$ cat config.mk
export PLATFORM = sky130hd
export DESIGN_NAME = cflog_drain
export DESIGN_NICKNAME = d
export VERILOG_FILES = /design/src/rtl/cflog_drain.sv
export SDC_FILE = /design/constraint.sdc
export NUM_CORES = 1
export LEC_CHECK = 0
export CELL_PAD_IN_SITES_DETAIL_PLACEMENT = 0
export CELL_PAD_IN_SITES_GLOBAL_PLACEMENT = 1
export CORE_MARGIN = 2
export CORE_UTILIZATION = 35
export CTS_BUF_LIST = sky130_fd_sc_hd__clkbuf_2 sky130_fd_sc_hd__clkbuf_4 sky130_fd_sc_hd__clkbuf_8
export DETAILED_ROUTE_END_ITERATION = 10
export HOLD_SLACK_MARGIN = 0.12
export PLACE_DENSITY_LB_ADDON = 0.1
export SETUP_SLACK_MARGIN = 0.3
export SYNTH_ARGS = -nofsm -noshare
export SYNTH_HDL_FRONTEND = slang
export SYNTH_SLANG_ARGS = --single-unit
$ cat constraint.sdc
create_clock -name clk -period 2.4 [get_ports clk]
set_clock_uncertainty 0.2 [all_clocks]
set_input_delay 0.36 -clock clk [delete_from_list [all_inputs] [get_ports clk]]
set_output_delay 0.36 -clock clk [all_outputs]
set_load 0.05 [all_outputs]
$ cat src/rtl/cflog_drain.sv
// CFLog reader: on flush, streams a length header followed by the logged words over valid/ready,
// then pulses done/log_clear so the writer restarts at pointer 0.
module cflog_drain #(
  parameter logic [15:0] LOG_SIZE = 16'h0100,
  parameter logic [15:0] LOG_BASE = 16'h0000
) (
  input  logic        clk,
  input  logic        puc,
  input  logic        flush,
  input  logic [15:0] cflow_log_ptr,
  input  logic        cflow_hw_wen,
  output logic        mem_ren,
  output logic [15:0] mem_addr,
  input  logic [15:0] mem_rdata,
  output logic        out_valid,
  input  logic        out_ready,
  output logic [15:0] out_data,
  output logic        out_last,
  output logic        busy,
  output logic        done,
  output logic        log_clear,
  output logic        overrun
);

  typedef enum logic [2:0] {StIdle, StHdr, StRd, StLat, StSend, StDone} state_e;

  state_e      state_q;
  logic [15:0] len_q;
  logic [15:0] idx_q;
  logic [15:0] data_q;
  logic [15:0] clamp_len;

  assign clamp_len = (cflow_log_ptr > LOG_SIZE) ? LOG_SIZE : cflow_log_ptr;

  // Read port and stream data are pure decodes of registered state, so they are 0 in reset.
  assign mem_ren  = (state_q == StRd);
  assign mem_addr = (state_q == StRd) ? (LOG_BASE + {idx_q[14:0], 1'b0}) : 16'h0000;

  always_comb begin
    out_data = 16'h0000;
    case (state_q)
      StHdr:   out_data = len_q;
      StSend:  out_data = data_q;
      default: out_data = 16'h0000;
    endcase
  end

  always_ff @(posedge clk or posedge puc) begin
    if (puc) begin
      state_q   <= StIdle;
      len_q     <= 16'h0000;
      idx_q     <= 16'h0000;
      data_q    <= 16'h0000;
      out_valid <= 1'b0;
      out_last  <= 1'b0;
      busy      <= 1'b0;
      done      <= 1'b0;
      log_clear <= 1'b0;
      overrun   <= 1'b0;
    end else begin
      done      <= 1'b0;
      log_clear <= 1'b0;
      if (busy && cflow_hw_wen) overrun <= 1'b1;

      case (state_q)
        StIdle: begin
          if (flush) begin
            len_q     <= clamp_len;
            idx_q     <= 16'h0000;
            overrun   <= 1'b0;
            busy      <= 1'b1;
            out_valid <= 1'b1;
            out_last  <= (clamp_len == 16'h0000);
            state_q   <= StHdr;
          end
        end
        StHdr: begin
          if (out_ready) begin
            out_valid <= 1'b0;
            out_last  <= 1'b0;
            if (len_q == 16'h0000) begin
              done      <= 1'b1;
              log_clear <= 1'b1;
              state_q   <= StDone;
            end else begin
              state_q <= StRd;
            end
          end
        end
        StRd: state_q <= StLat;
        StLat: begin
          // Read data is only valid in this cycle; capture it and present it next.
          data_q    <= mem_rdata;
          out_valid <= 1'b1;
          out_last  <= (idx_q == len_q - 16'd1);
          state_q   <= StSend;
        end
        StSend: begin
          if (out_ready) begin
            idx_q     <= idx_q + 16'd1;
            out_valid <= 1'b0;
            out_last  <= 1'b0;
            if (out_last) begin
              done      <= 1'b1;
              log_clear <= 1'b1;
              state_q   <= StDone;
            end else begin
              state_q <= StRd;
            end
          end
        end
        StDone: begin
          busy    <= 1'b0;
          state_q <= StIdle;
        end
        default: state_q <= StIdle;
      endcase
    end
  end

endmodule

==> reports/metrics.cfg <==
[sta]
tightestPinTransition_ns = 0.5035
rsz0062_at_grt = true
drv_slew = 0
fmax_mhz = 421.4
period_minus_slack_ns = 2.373
period_share = 0.9888
hold_viol = 0
relSlewSlack = 0.6638
setup_viol = 0

[synth]
syn_inst = 334
syn_nets = 373
synth_area_sq_um = 3234
synth_cell_types = 55
ys_async_sr_fraction = 1.000
ys.flop_type = dfrtp_1
synth-compound-area-share = 0.1636
synth_commonest_cells = dfrtp_1, and2_1, nand2_1
synth.area.mux_share = 0.06809
synth_adder_area_share = 0.007737
synth_top_area_frac = 0.4333
synth_warnings = 0
synth_largest_area_cell = dfrtp_1
synthSimpleGateAreaFrac = 0.2046
synth-seq-cells = 56
synthXorXnorAreaFrac = 0.08124
syn_area_per_cell_sq_um = 9.684
synth_edf_count = 0
synth_top_family_by_area = simple AND/OR/NAND/NOR gates
synth.most_common_cell = dfrtp_1
ys_seq_area_frac = 0.4333
synth_area_leaders = dfrtp_1, a22o_1, mux2_2, and2_1, xnor2_1

[placed_design]
gp_congestion = 0.9140
port_buffers = 74
place_inst = 523
hpwl_mm = 6.611

[critical_path]
regToRegSetupSlack_ns = 0.03
critPathRequiredTime_ns = 2.42
cp_data_arrival_time_ns = 2.39
reg2reg_depth = 9
cp-start-kind = register
worstSetupEndpointType = register
crit_fanout = 4
r2r_start = len_q[1]$_DFFE_PP0P_
rr_endpoint = state_q[0]$_DFFE_PP0P_
path_class = register to register

[pwr]
p_leak_nw = 2.324
power_density_nw_per_um2 = 752.9
max-vdd-ir-drop_mv = 0.7007
finalPower_mw = 3.948

[clock_network]
htree_levels = 2
clk_latency_ns = 0.32
clk_pin_slew_worst_paths_ns = 0.12
tritoncts = done
cts.root.buffer_cell = clkbuf_8
numClockSinks = 56
clockBufferDepth = 2
cts_buffers = 5

[drt]
drc_errors = 0
top_layer = met4
wirelength_mm = 9.501
wl_per_cell_microns = 17.09
wl_met2_mm = 4.560
post_drt_via_cell_ratio = 5.322
vias = 2959
first_pass_iters = 4
dr_wl_met3_microns = 465
met1Wirelength_mm = 4.325
drt_iter0_drc = 105
drt.antenna.violating_nets = 0

[floorplan]
coreArea_sq_um = 9109
ios = 76
die-width_microns = 100.1
die_height_microns = 100.1
dieArea_sq_um = 10030
start_util = 0.3551
row_count = 35

[global_routing]
grt_max_degree = 57
grt_util_all_layers = 0.1949
grt_overflow = 0
grt_antenna_before_repair = 0
grt_pass1_vias = 3056
grt_first_pass_wirelength_mm = 15.41

[layout]
final-instance-count-excl-fill = 556
area_growth_syn_to_layout_pct = 62.13
layout-drive-gt1-share = 0.3820
nFillCells = 790
nets = 483
n_antenna_cell = 0

[run]
cap_violations = 0

[min_path]
hp-class = primary input to async pin

[status]
status = completed

==> worst max path at each step <==
stage	from	end	slack (ns)	cells past startpoint
after floorplan	len_q[0]$_DFFE_PP0P_	out_last$_DFFE_PP0P_	0.07	8
after global placement	len_q[0]$_DFFE_PP0P_	state_q[2]$_DFFE_PP0P_	0.06	8
after detailed placement	len_q[0]$_DFFE_PP0P_	out_last$_DFFE_PP0P_	0.02	7
after CTS	len_q[1]$_DFFE_PP0P_	out_last$_DFFE_PP0P_	0.09	7
after global routing	len_q[1]$_DFFE_PP0P_	out_last$_DFFE_PP0P_	-0.08	9
final	len_q[1]$_DFFE_PP0P_	state_q[0]$_DFFE_PP0P_	0.03	9
==> metal layers <==
metal | global-route usage | up-vias
met5 | 0 | -
met4 | 0.04847 | 0
met3 | 0.03273 | 15
met2 | 0.3216 | 74
met1 | 0.2674 | 1445
li1 | - | 1425
==> critical path, stage by stage, from the launching register on <==
cell and delay (ns):
dfrtp_1 0.44, inv_2 0.10, ha_4 0.14, or4b_4 0.48
buf_4 0.16, buf_4 0.14, nor3_4 0.19, buf_6 0.14
a221oi_1 0.07, o32ai_1 0.22
==> power breakdown <==
group / switching [mW] / leakage (nW) / internal (mW)
clock: 0.330 / 0.0448 / 0.220
sequential: 0.169 / 0.723 / 1.15
combinational: 1.04 / 1.56 / 1.03
==> placed cells by master (no fill, tap or decap), types with 3 or more instances in the layout <==
cell and count:
a22o_4 16, nor2_4 4, buf_4 36, nand4_1 5, inv_1 3, nand3_1 6
dfrtp_2 3, xor2_1 13, xnor2_1 17, a22o_1 7, nor3_1 6, buf_6 10
clkbuf_8 5, dlymetal6s2s_1 3, clkdlybuf4s50_1 37, mux2i_1 4, nor4_1 7, or3_1 3
nor3b_1 3, nor3_4 3, inv_2 4, and2_1 10, a21oi_1 12, and2_4 15
nand2_1 23, buf_12 33, nor2_1 17, dfrtp_1 53, o21ai_0 14, mux2_2 16
==> flip-flops by register name, summed over array words and instances, names as in the netlist <==
register and count:
out_last 1, len_q 16, overrun 1, idx_q 16, data_q 16, out_valid 1
busy 1, state_q 3, log_clear 1
==> metrics by stage <==
step                      setup slack (ns)  TNS (ns)  hold WS (ns)  area (sq um)  utilization
after floorplan                    0.06638         0        0.2768          3357            -
after global placement             0.06184         0        0.2821          4634       0.5088
after detailed placement           0.01583         0        0.2941          4634       0.5088
after CTS                          0.09089         0        0.2180          5109       0.5609
after global routing              -0.07970   -0.1985        0.2414          5244       0.5757
final                              0.02680         0        0.1968          5244       0.5757
==> what timing repair did <==
action	CTS	global route
setup endpoints to repair	37	53
resized for setup	43	37
cloned	4	0
hold buffers	0	0
setup buffers	16	5
pin swaps	8	13
==> area by class of cell <==
cell class	count	area, sq um	share of cell area
Tap cell	111	138.9	0.02649
Multi-Input combinational cell	249	2017	0.3846
Clock inverter	2	16.27	0.003102
Inverter	7	26.28	0.005011
Timing Repair Buffer	125	1564	0.2983
Sequential cell	56	1405	0.2680
Clock buffer	6	76.32	0.01455
==> kinds of logic (layout without fill, tap and decap cells) <==
group | Yosys count | in the layout
compound gates | 73 | 73
other cells | 1 | 1
mux | 20 | 20
xor+xnor | 30 | 30
buf+inv | 29 | 140
fa+ha+maj | 2 | 2
simple gates | 123 | 123
flops | 56 | 56
(Power assumes the default switching activity.)
